**src/rtl/cpu_pkg.sv**
```systemverilog
// Shared CPU front-end definitions: BTB geometry, counter encodings and entry layout.
package cpu_pkg;

    localparam int unsigned PC_W    = 32;
    localparam int unsigned ENTRIES = 16;
    localparam int unsigned IDX_W   = 4;
    localparam int unsigned TAG_W   = PC_W - IDX_W - 2;
    localparam int unsigned CNT_W   = 32;

    localparam logic [PC_W-1:0] PC_STEP = 32'd4;
    localparam logic [1:0]      CTR_WNT = 2'b01;
    localparam logic [1:0]      CTR_WT  = 2'b10;

    typedef struct packed {
        logic             valid;
        logic [TAG_W-1:0] tag;
        logic [PC_W-1:0]  target;
        logic [1:0]       ctr;
    } btb_entry_t;

endpackage

```
**src/rtl/sat_counter2.sv**
```systemverilog
// 2-bit saturating up/down counter next-state logic (combinational).
// Ports:
//   ctr_i      current counter value
//   inc_i      1 = count up, 0 = count down
//   ctr_next_c next counter value, saturating at 2'b11 and 2'b00
module sat_counter2 (
    input  logic [1:0] ctr_i,
    input  logic       inc_i,
    output logic [1:0] ctr_next_c
);

    always_comb begin
        ctr_next_c = ctr_i;
        if (inc_i) begin
            if (ctr_i != 2'b11) ctr_next_c = ctr_i + 2'b01;
        end else begin
            if (ctr_i != 2'b00) ctr_next_c = ctr_i - 2'b01;
        end
    end

endmodule

```
**src/rtl/branch_target_predictor.sv**
```systemverilog
// Next-PC predictor: direct-mapped BTB with 2-bit direction counters,
// combinational lookup, registered update from EX, hit/mispredict counters.
// Ports:
//   clk_i, rst_i         clock, synchronous active-high reset
//   pc_i                 current fetch PC
//   pred_pc_o            predicted next PC (combinational from pc_i)
//   pred_taken_o         1 = BTB hit with counter in a taken state
//   upd_valid_i          resolved branch this cycle
//   upd_pc_i             PC of resolved branch
//   upd_taken_i          actual direction
//   upd_target_i         actual target
//   upd_mispred_i        EX reports a misprediction
//   hit_cnt_o            lookup-hit cycle count
//   mispred_cnt_o        misprediction count
module branch_target_predictor
    import cpu_pkg::*;
(
    input  logic             clk_i,
    input  logic             rst_i,
    input  logic [PC_W-1:0]  pc_i,
    output logic [PC_W-1:0]  pred_pc_o,
    output logic             pred_taken_o,
    input  logic             upd_valid_i,
    input  logic [PC_W-1:0]  upd_pc_i,
    input  logic             upd_taken_i,
    input  logic [PC_W-1:0]  upd_target_i,
    input  logic             upd_mispred_i,
    output logic [CNT_W-1:0] hit_cnt_o,
    output logic [CNT_W-1:0] mispred_cnt_o
);

    btb_entry_t       table_q [ENTRIES];
    logic [CNT_W-1:0] hit_cnt_q;
    logic [CNT_W-1:0] mispred_cnt_q;

    logic [IDX_W-1:0] lk_idx;
    logic [TAG_W-1:0] lk_tag;
    btb_entry_t       lk_entry;
    logic             lk_hit;

    logic [IDX_W-1:0] upd_idx;
    logic [TAG_W-1:0] upd_tag;
    btb_entry_t       upd_entry;
    logic             upd_hit;
    logic [1:0]       upd_ctr_next;

    // Byte-offset bits and the lookup counter's low bit carry no information here.
    logic             ofs_unused;
    assign ofs_unused = ^{upd_pc_i[1:0], lk_entry.ctr[0]};

    // Lookup: reads pre-update table contents, so no same-cycle bypass.
    assign lk_idx       = pc_i[IDX_W+1:2];
    assign lk_tag       = pc_i[PC_W-1:IDX_W+2];
    assign lk_entry     = table_q[lk_idx];
    assign lk_hit       = lk_entry.valid && (lk_entry.tag == lk_tag);
    assign pred_taken_o = lk_hit && lk_entry.ctr[1];
    assign pred_pc_o    = pred_taken_o ? lk_entry.target : pc_i + PC_STEP;

    assign upd_idx   = upd_pc_i[IDX_W+1:2];
    assign upd_tag   = upd_pc_i[PC_W-1:IDX_W+2];
    assign upd_entry = table_q[upd_idx];
    assign upd_hit   = upd_entry.valid && (upd_entry.tag == upd_tag);

    sat_counter2 u_upd_ctr (
        .ctr_i      (upd_entry.ctr),
        .inc_i      (upd_taken_i),
        .ctr_next_c (upd_ctr_next)
    );

    // Table and performance counters; reset drops any simultaneous update.
    always_ff @(posedge clk_i) begin
        if (rst_i) begin
            for (int unsigned i = 0; i < ENTRIES; i++) begin
                table_q[i] <= '{valid: 1'b0, tag: '0, target: '0, ctr: CTR_WNT};
            end
            hit_cnt_q     <= '0;
            mispred_cnt_q <= '0;
        end else begin
            if (lk_hit) hit_cnt_q <= hit_cnt_q + CNT_W'(1);
            if (upd_valid_i && upd_mispred_i) mispred_cnt_q <= mispred_cnt_q + CNT_W'(1);
            if (upd_valid_i) begin
                if (upd_hit) begin
                    table_q[upd_idx].ctr <= upd_ctr_next;
                    if (upd_taken_i) table_q[upd_idx].target <= upd_target_i;
                end else if (upd_taken_i) begin
                    table_q[upd_idx] <= '{valid: 1'b1, tag: upd_tag,
                                          target: upd_target_i, ctr: CTR_WT};
                end
            end
        end
    end

    assign hit_cnt_o     = hit_cnt_q;
    assign mispred_cnt_o = mispred_cnt_q;

endmodule

```
**config.mk**
```make
export PLATFORM = sky130hd
export DESIGN_NAME = branch_target_predictor
export DESIGN_NICKNAME = d
export VERILOG_FILES = /design/src/rtl/cpu_pkg.sv /design/src/rtl/sat_counter2.sv /design/src/rtl/branch_target_predictor.sv
export SDC_FILE = /design/constraint.sdc
export NUM_CORES = 2
export LEC_CHECK = 0
export BUFFER_PORTS_ARGS = -buffer_cell sky130_fd_sc_hd__buf_2
export CAP_MARGIN = 40
export CORE_UTILIZATION = 50
export DETAILED_ROUTE_END_ITERATION = 12
export HOLD_SLACK_MARGIN = 0.05
export PLACE_DENSITY_LB_ADDON = 0.2
export SKIP_LAST_GASP = 1
export SLEW_MARGIN = 30
export SYNTH_ARGS = -nofsm -noshare
export SYNTH_HDL_FRONTEND = slang
export SYNTH_SLANG_ARGS = --single-unit
export TNS_END_PERCENT = 30
```
**constraint.sdc**
```tcl
create_clock -name clk_i -period 8.2 [get_ports clk_i]
set_input_delay 1.23 -clock clk_i [delete_from_list [all_inputs] [get_ports clk_i]]
set_output_delay 1.23 -clock clk_i [all_outputs]
set_load 0.02 [all_outputs]
```
# Word level (Yosys, flattened, before mapping)
# Memory sizes are Yosys's and may differ from the RTL's.
# Index checks and enable logic that the tools add are counted.
# Widths: inputs -> output; s select.
# op_classes
add_sub_neg	5
n_eq_ne	3
mux	24
bitwise	2
reduce_logical	6
# ops
operator	n
$add 32x1->32 const B	2
$mux 32	2
$mux 61	1
$reduce_or 61->1	1
$eq 26x26->1	2
$add 32x3->32 const B	1
$mux 1	15
$mux 2	4
$logic_and 1x1->1	4
$mux 4	1
$mux 3	1
$add 2x1->2 const B	1
$ne 2x2->1 const B	1
$or 1x1->1	2
$reduce_bool 2->1	1
$sub 2x1->2 const B	1
# totals
reg_bits	64
mem_bits_rw	976
out_inout_bits	97
mem_count	1
# memory_table
name	words	width	read_ports	rd_clocked_by_memory_dff	wr	line	source
table_q	16	61	2	0	16	branch_target_predictor.sv:32	btb_entry_t table_q [ENTRIES];

# Longest topological paths before layout
# An unclocked memory read counts as a cell.
# depth
depth_word	10
mapped_depth	16
mapped_depth_nobuf	10

# Hierarchy
# A second synthesis with hierarchy kept.
# unflattened
cells_unflattened	3557
area_unflattened_um2	52107.5
# by_module_without_submodules
mod	instances	cells_each	area_each_um2	seq_area_each_um2
branch_target_predictor	1	3554	52081.2	30429.2
sat_counter2	1	3	26.3	0.0

# Worst setup path after synthesis
# No wires, ideal clock.
# synth_path
kind	input to register
startpoint	input upd_pc_i[2]
endpoint	memory table_q[13][10] in the netlist's numbering (enable)
arrival_time_ns	5.128
required_ns	7.734
setup_slack_ns	2.607
cell_stages	10
n_path_buf	6
path_cell_list	buf_4 > buf_4 > buf_4 > buf_4 > buf_2 > nand2_1 > nor2_1 > nand2_1 > clkbuf_1 > o21ai_0
# synth_rtl
element	line	source
start, declared	branch_target_predictor.sv:24	input logic [PC_W-1:0] upd_pc_i,
end, declared	branch_target_predictor.sv:32	

# Worst setup path in the final report
# layout_path
startpoint	input pc_i[3]
endpoint	output pred_pc_o[5]
# layout_between
elab_chain_len	5
elab_cells_between_ends	6
classes_between	add/sub (1); eq/ne (1); mux (1); reduce/logical (2); memory (1)
# layout_rtl
element	line	source
start, declared	branch_target_predictor.sv:20	input logic [PC_W-1:0] pc_i,
$mem_v2 16x61	-	
$eq 26x26->1	branch_target_predictor.sv:55	assign lk_hit = lk_entry.valid && (lk_entry.tag == lk_tag);
$logic_and 1x1->1	branch_target_predictor.sv:55	
$logic_and 1x1->1	branch_target_predictor.sv:56	assign pred_taken_o = lk_hit && lk_entry.ctr[1];
$mux 32 *	branch_target_predictor.sv:57	assign pred_pc_o = pred_taken_o ? lk_entry.target : pc_i + PC_STEP;
end, declared	branch_target_predictor.sv:21	output logic [PC_W-1:0] pred_pc_o,
# Mark *: on every way between the ends. The rest lies on a longest branch, timed or not.

==> summary.txt <==
hold path depth - 1
net switching power - 0.00312 W
Hold Slack - 476 ps
HPWL after DPL - 106,000 um
Post-synth top flop - edfxtp_1
Skew-Pair Late Insertion Delay - 750 ps
fraction of the mapped netlist area in compound gates - 0.0295
Max Fclk - 137 MHz
Post-Synthesis Cells - 3,721
Vias/cell - 6.83
cell internal pwr - 0.00945 W
post-CTS setup buffers - 0
switching share of total power - 0.248
worst-path fanout max - 68
Max-cap violations - 0
max-slew violations - 0
Port Buf Inserts - 195
crit path capture type - output port
Synth top area share - 0.543
Post-synth EDFFs - 960
post-CTS resize count - 0
pin count of the biggest net entering global routing - 284
Sink Count - 1,040
post-synthesis mux area share - 0.184
register area - 30,400 um2
syn_nets - 3,825
worst r2r dst - table_q[6][56]
gpl congestion - 0.953
total core area - 105,000 um2
CTS tree - built
row count - 119
Crit. Startpoint - pc_i[3]
min Tclk post-route - 7280 ps
worst setup path class - input pin to output port
DRC Markers - 0
# fillers - 8,319
Reg2Reg Depth - 11
Post-Synth Adder-Cell Area - 0.000706
sequential cell fraction of total power - 0.489
syn_area_per_cell - 14.3 um2
Final nets - 3,867
average wire per standard cell - 33.8 um
Longest Clk Path Bufs - 3
status - completed
die area - 108,000 um2
largest family of logic cells by synthesized area - multiplexers
Syn. warnings - 0
Clock transition at path regs - 60 ps
startpoint types - input pin
first-pass GRT wire length - 250,000 um
vias in the first global route - 34,100
Yosys reg bits - 1,040
HP Class - flip-flop to flip-flop
Post-Route Skew - 63.5 ps
Tcrit/Tclk final - 0.888
# setup viols final - 0
Post-Synth XOR/XNOR Area - 0.0249
Area Overhead vs Synth - 12.3%
Rel. slew slack - 0.234
Die H - 328 um
Pwr Density - 211 nW/um2
CP required - 6970 ps
grt total ovfl - 0
internal reg-to-reg setup slack - 3170 ps
H-tree Lvls - 3
initial antenna violation count - 29
Post-synth top cells - edfxtp_1 (960), and3_1 (502), mux4_2 (362), and2_1 (311), clkbuf_1 (263)
actual slew at the worst max-slew pin - 1150 ps
Seq/Total Area, Yosys - 0.573
Post-Syn Area - 53,100 um2
setup TNS - 0 ps
ys async rst share - 0
Comb power frac - 0.107
IO Pins - 198
Die X - 328 um
Initial Util - 0.505
Antenna Nets Post-Route - 0
Hold Crit Start - table_q[9][60]
Multi-input gate area - 21,100 um2
Clock Power Share - 0.405
final hold violations - 0
TritonRoute pass-1 iters - 6
TritonCTS Buffers - 111
initial detailed-routing violation count - 5,971
simple-gate share of the synthesized area - 0.151
peak supply drop - 0.000210 V
Vias - 35,900
top cells by area, synth - edfxtp_1 (54%), mux4_2 (15%), and3_1 (5.9%)
RSZ-0062 raised after global routing - no
Root Buffer - clkbuf_16
drt total wl - 178,000 um
area leader, netlist - edfxtp_1
post-synth cell types - 72
most numerous cell in the Yosys netlist - edfxtp_1
CP arrival - 6050 ps
GRT Total Usage - 0.328
Worst R2R Start - table_q[15][39]
worst-case hold path end point - table_q[9][60]
Leakage - 22.1 nW
fraction of layout instances using a drive strength above 1 - 0.246
Post-CTS Hold Fix Bufs - 0
==> worst max-delay path by stage <==
stage                            to  slack, ps  cells after the start
floorplan           table_q[13][10]       2610                     10
global placement       pred_pc_o[5]       1160                     13
detailed placement     pred_pc_o[5]       1150                     13
CTS                    pred_pc_o[5]       1130                     13
global route           pred_pc_o[5]        780                     12
finish                 pred_pc_o[5]        920                     12
==> layer usage <==
layer | vias up | track usage | routed length, um
li1 | 14600 | - | -
met1 | 18300 | 0.455 | 67200
met2 | 2436 | 0.487 | 79200
met3 | 479 | 0.0947 | 23100
met4 | 30 | 0.130 | 7860
met5 | - | 0.00976 | 341
==> critical path: stages <==
cell	delay [ps]
buf_8	500
mux4_2	600
mux2i_1	500
xor2_1	400
nand4_1	140
nor4_1	420
o2111ai_2	350
or2_1	490
nor2b_4	190
buf_12	280
mux2_1	480
buf_2	210
==> flip-flops by register name, indices dropped and copies added (netlist names) <==
| name | count |
|---|---|
| mispred_cnt_o | 32 |
| hit_cnt_o | 32 |
| table_q | 976 |
==> cell type report <==
class                           count  share of cell area
Timing Repair Buffer              332              0.0434
Clock inverter                     64              0.0115
Inverter                           27             0.00172
Antenna cell                       13            0.000545
Tap cell                         1391              0.0292
Multi-Input combinational cell   2251               0.354
Sequential cell                  1040               0.510
Clock buffer                      140              0.0496
==> kinds of logic (layout without fill, tap and decap cells) <==
logic type,count (synthesis),count (layout)
AND/OR/NAND/NOR,1355,1355
flip-flops,1040,1040
multiplexers,517,517
buffers and inverters,430,563
AO/OA/AOI/OAI,225,225
XOR/XNOR,151,151
adder cells (fa/ha/maj),3,3
other,0,13
==> placed cells by master (no fill, tap or decap), types with 12 or more instances in the layout <==
master and count:
o22ai_1 13, clkinv_2 19, xnor2_1 92, mux2i_1 111
inv_1 19, nand2_1 89, diode_2 13, a21oi_1 26
o21ai_4 16, buf_12 20, nor4_1 162, buf_16 13
nor2b_1 17, clkbuf_16 114, nor2_4 12, or3_1 12
a21o_1 29, nor3_1 13, buf_2 189, dfxtp_1 80
a22o_1 13, and3_1 502, nor3_4 16, nand4_1 21
nor2_1 105, and2_1 311, mux2_1 28, a22oi_1 15
mux4_2 362, or2_2 20, o21ai_0 42, xor2_1 59
edfxtp_1 960, clkbuf_1 25, clkinv_1 31, nand3_1 39
mux2_2 15, buf_4 97
==> stage by stage <==
stage / power [W] / cells / util / setup WS [ps] / instance area (um2)
final: 0.0126 / 5258 / 0.567 / 922 / 59700
after floorplan: 0.00703 / 3721 / - / 2610 / 53100
after CTS: 0.0126 / 5238 / 0.566 / 1130 / 59500
after global placement: 0.00752 / 5014 / 0.527 / 1160 / 55500
after global routing: 0.0128 / 5249 / 0.567 / 775 / 59600
after detailed placement: 0.00755 / 5034 / 0.531 / 1150 / 55900
==> power groups by stage <==
stage	combinational, W	sequential [W]	clock, W
after floorplan	0.000817	0.00621	0
after global placement	0.00128	0.00623	0
after detailed placement	0.00130	0.00625	0
after CTS	0.00130	0.00614	0.00511
after global routing	0.00138	0.00616	0.00529
final	0.00134	0.00614	0.00509
Note: power is estimated with default switching activity, not from simulation.
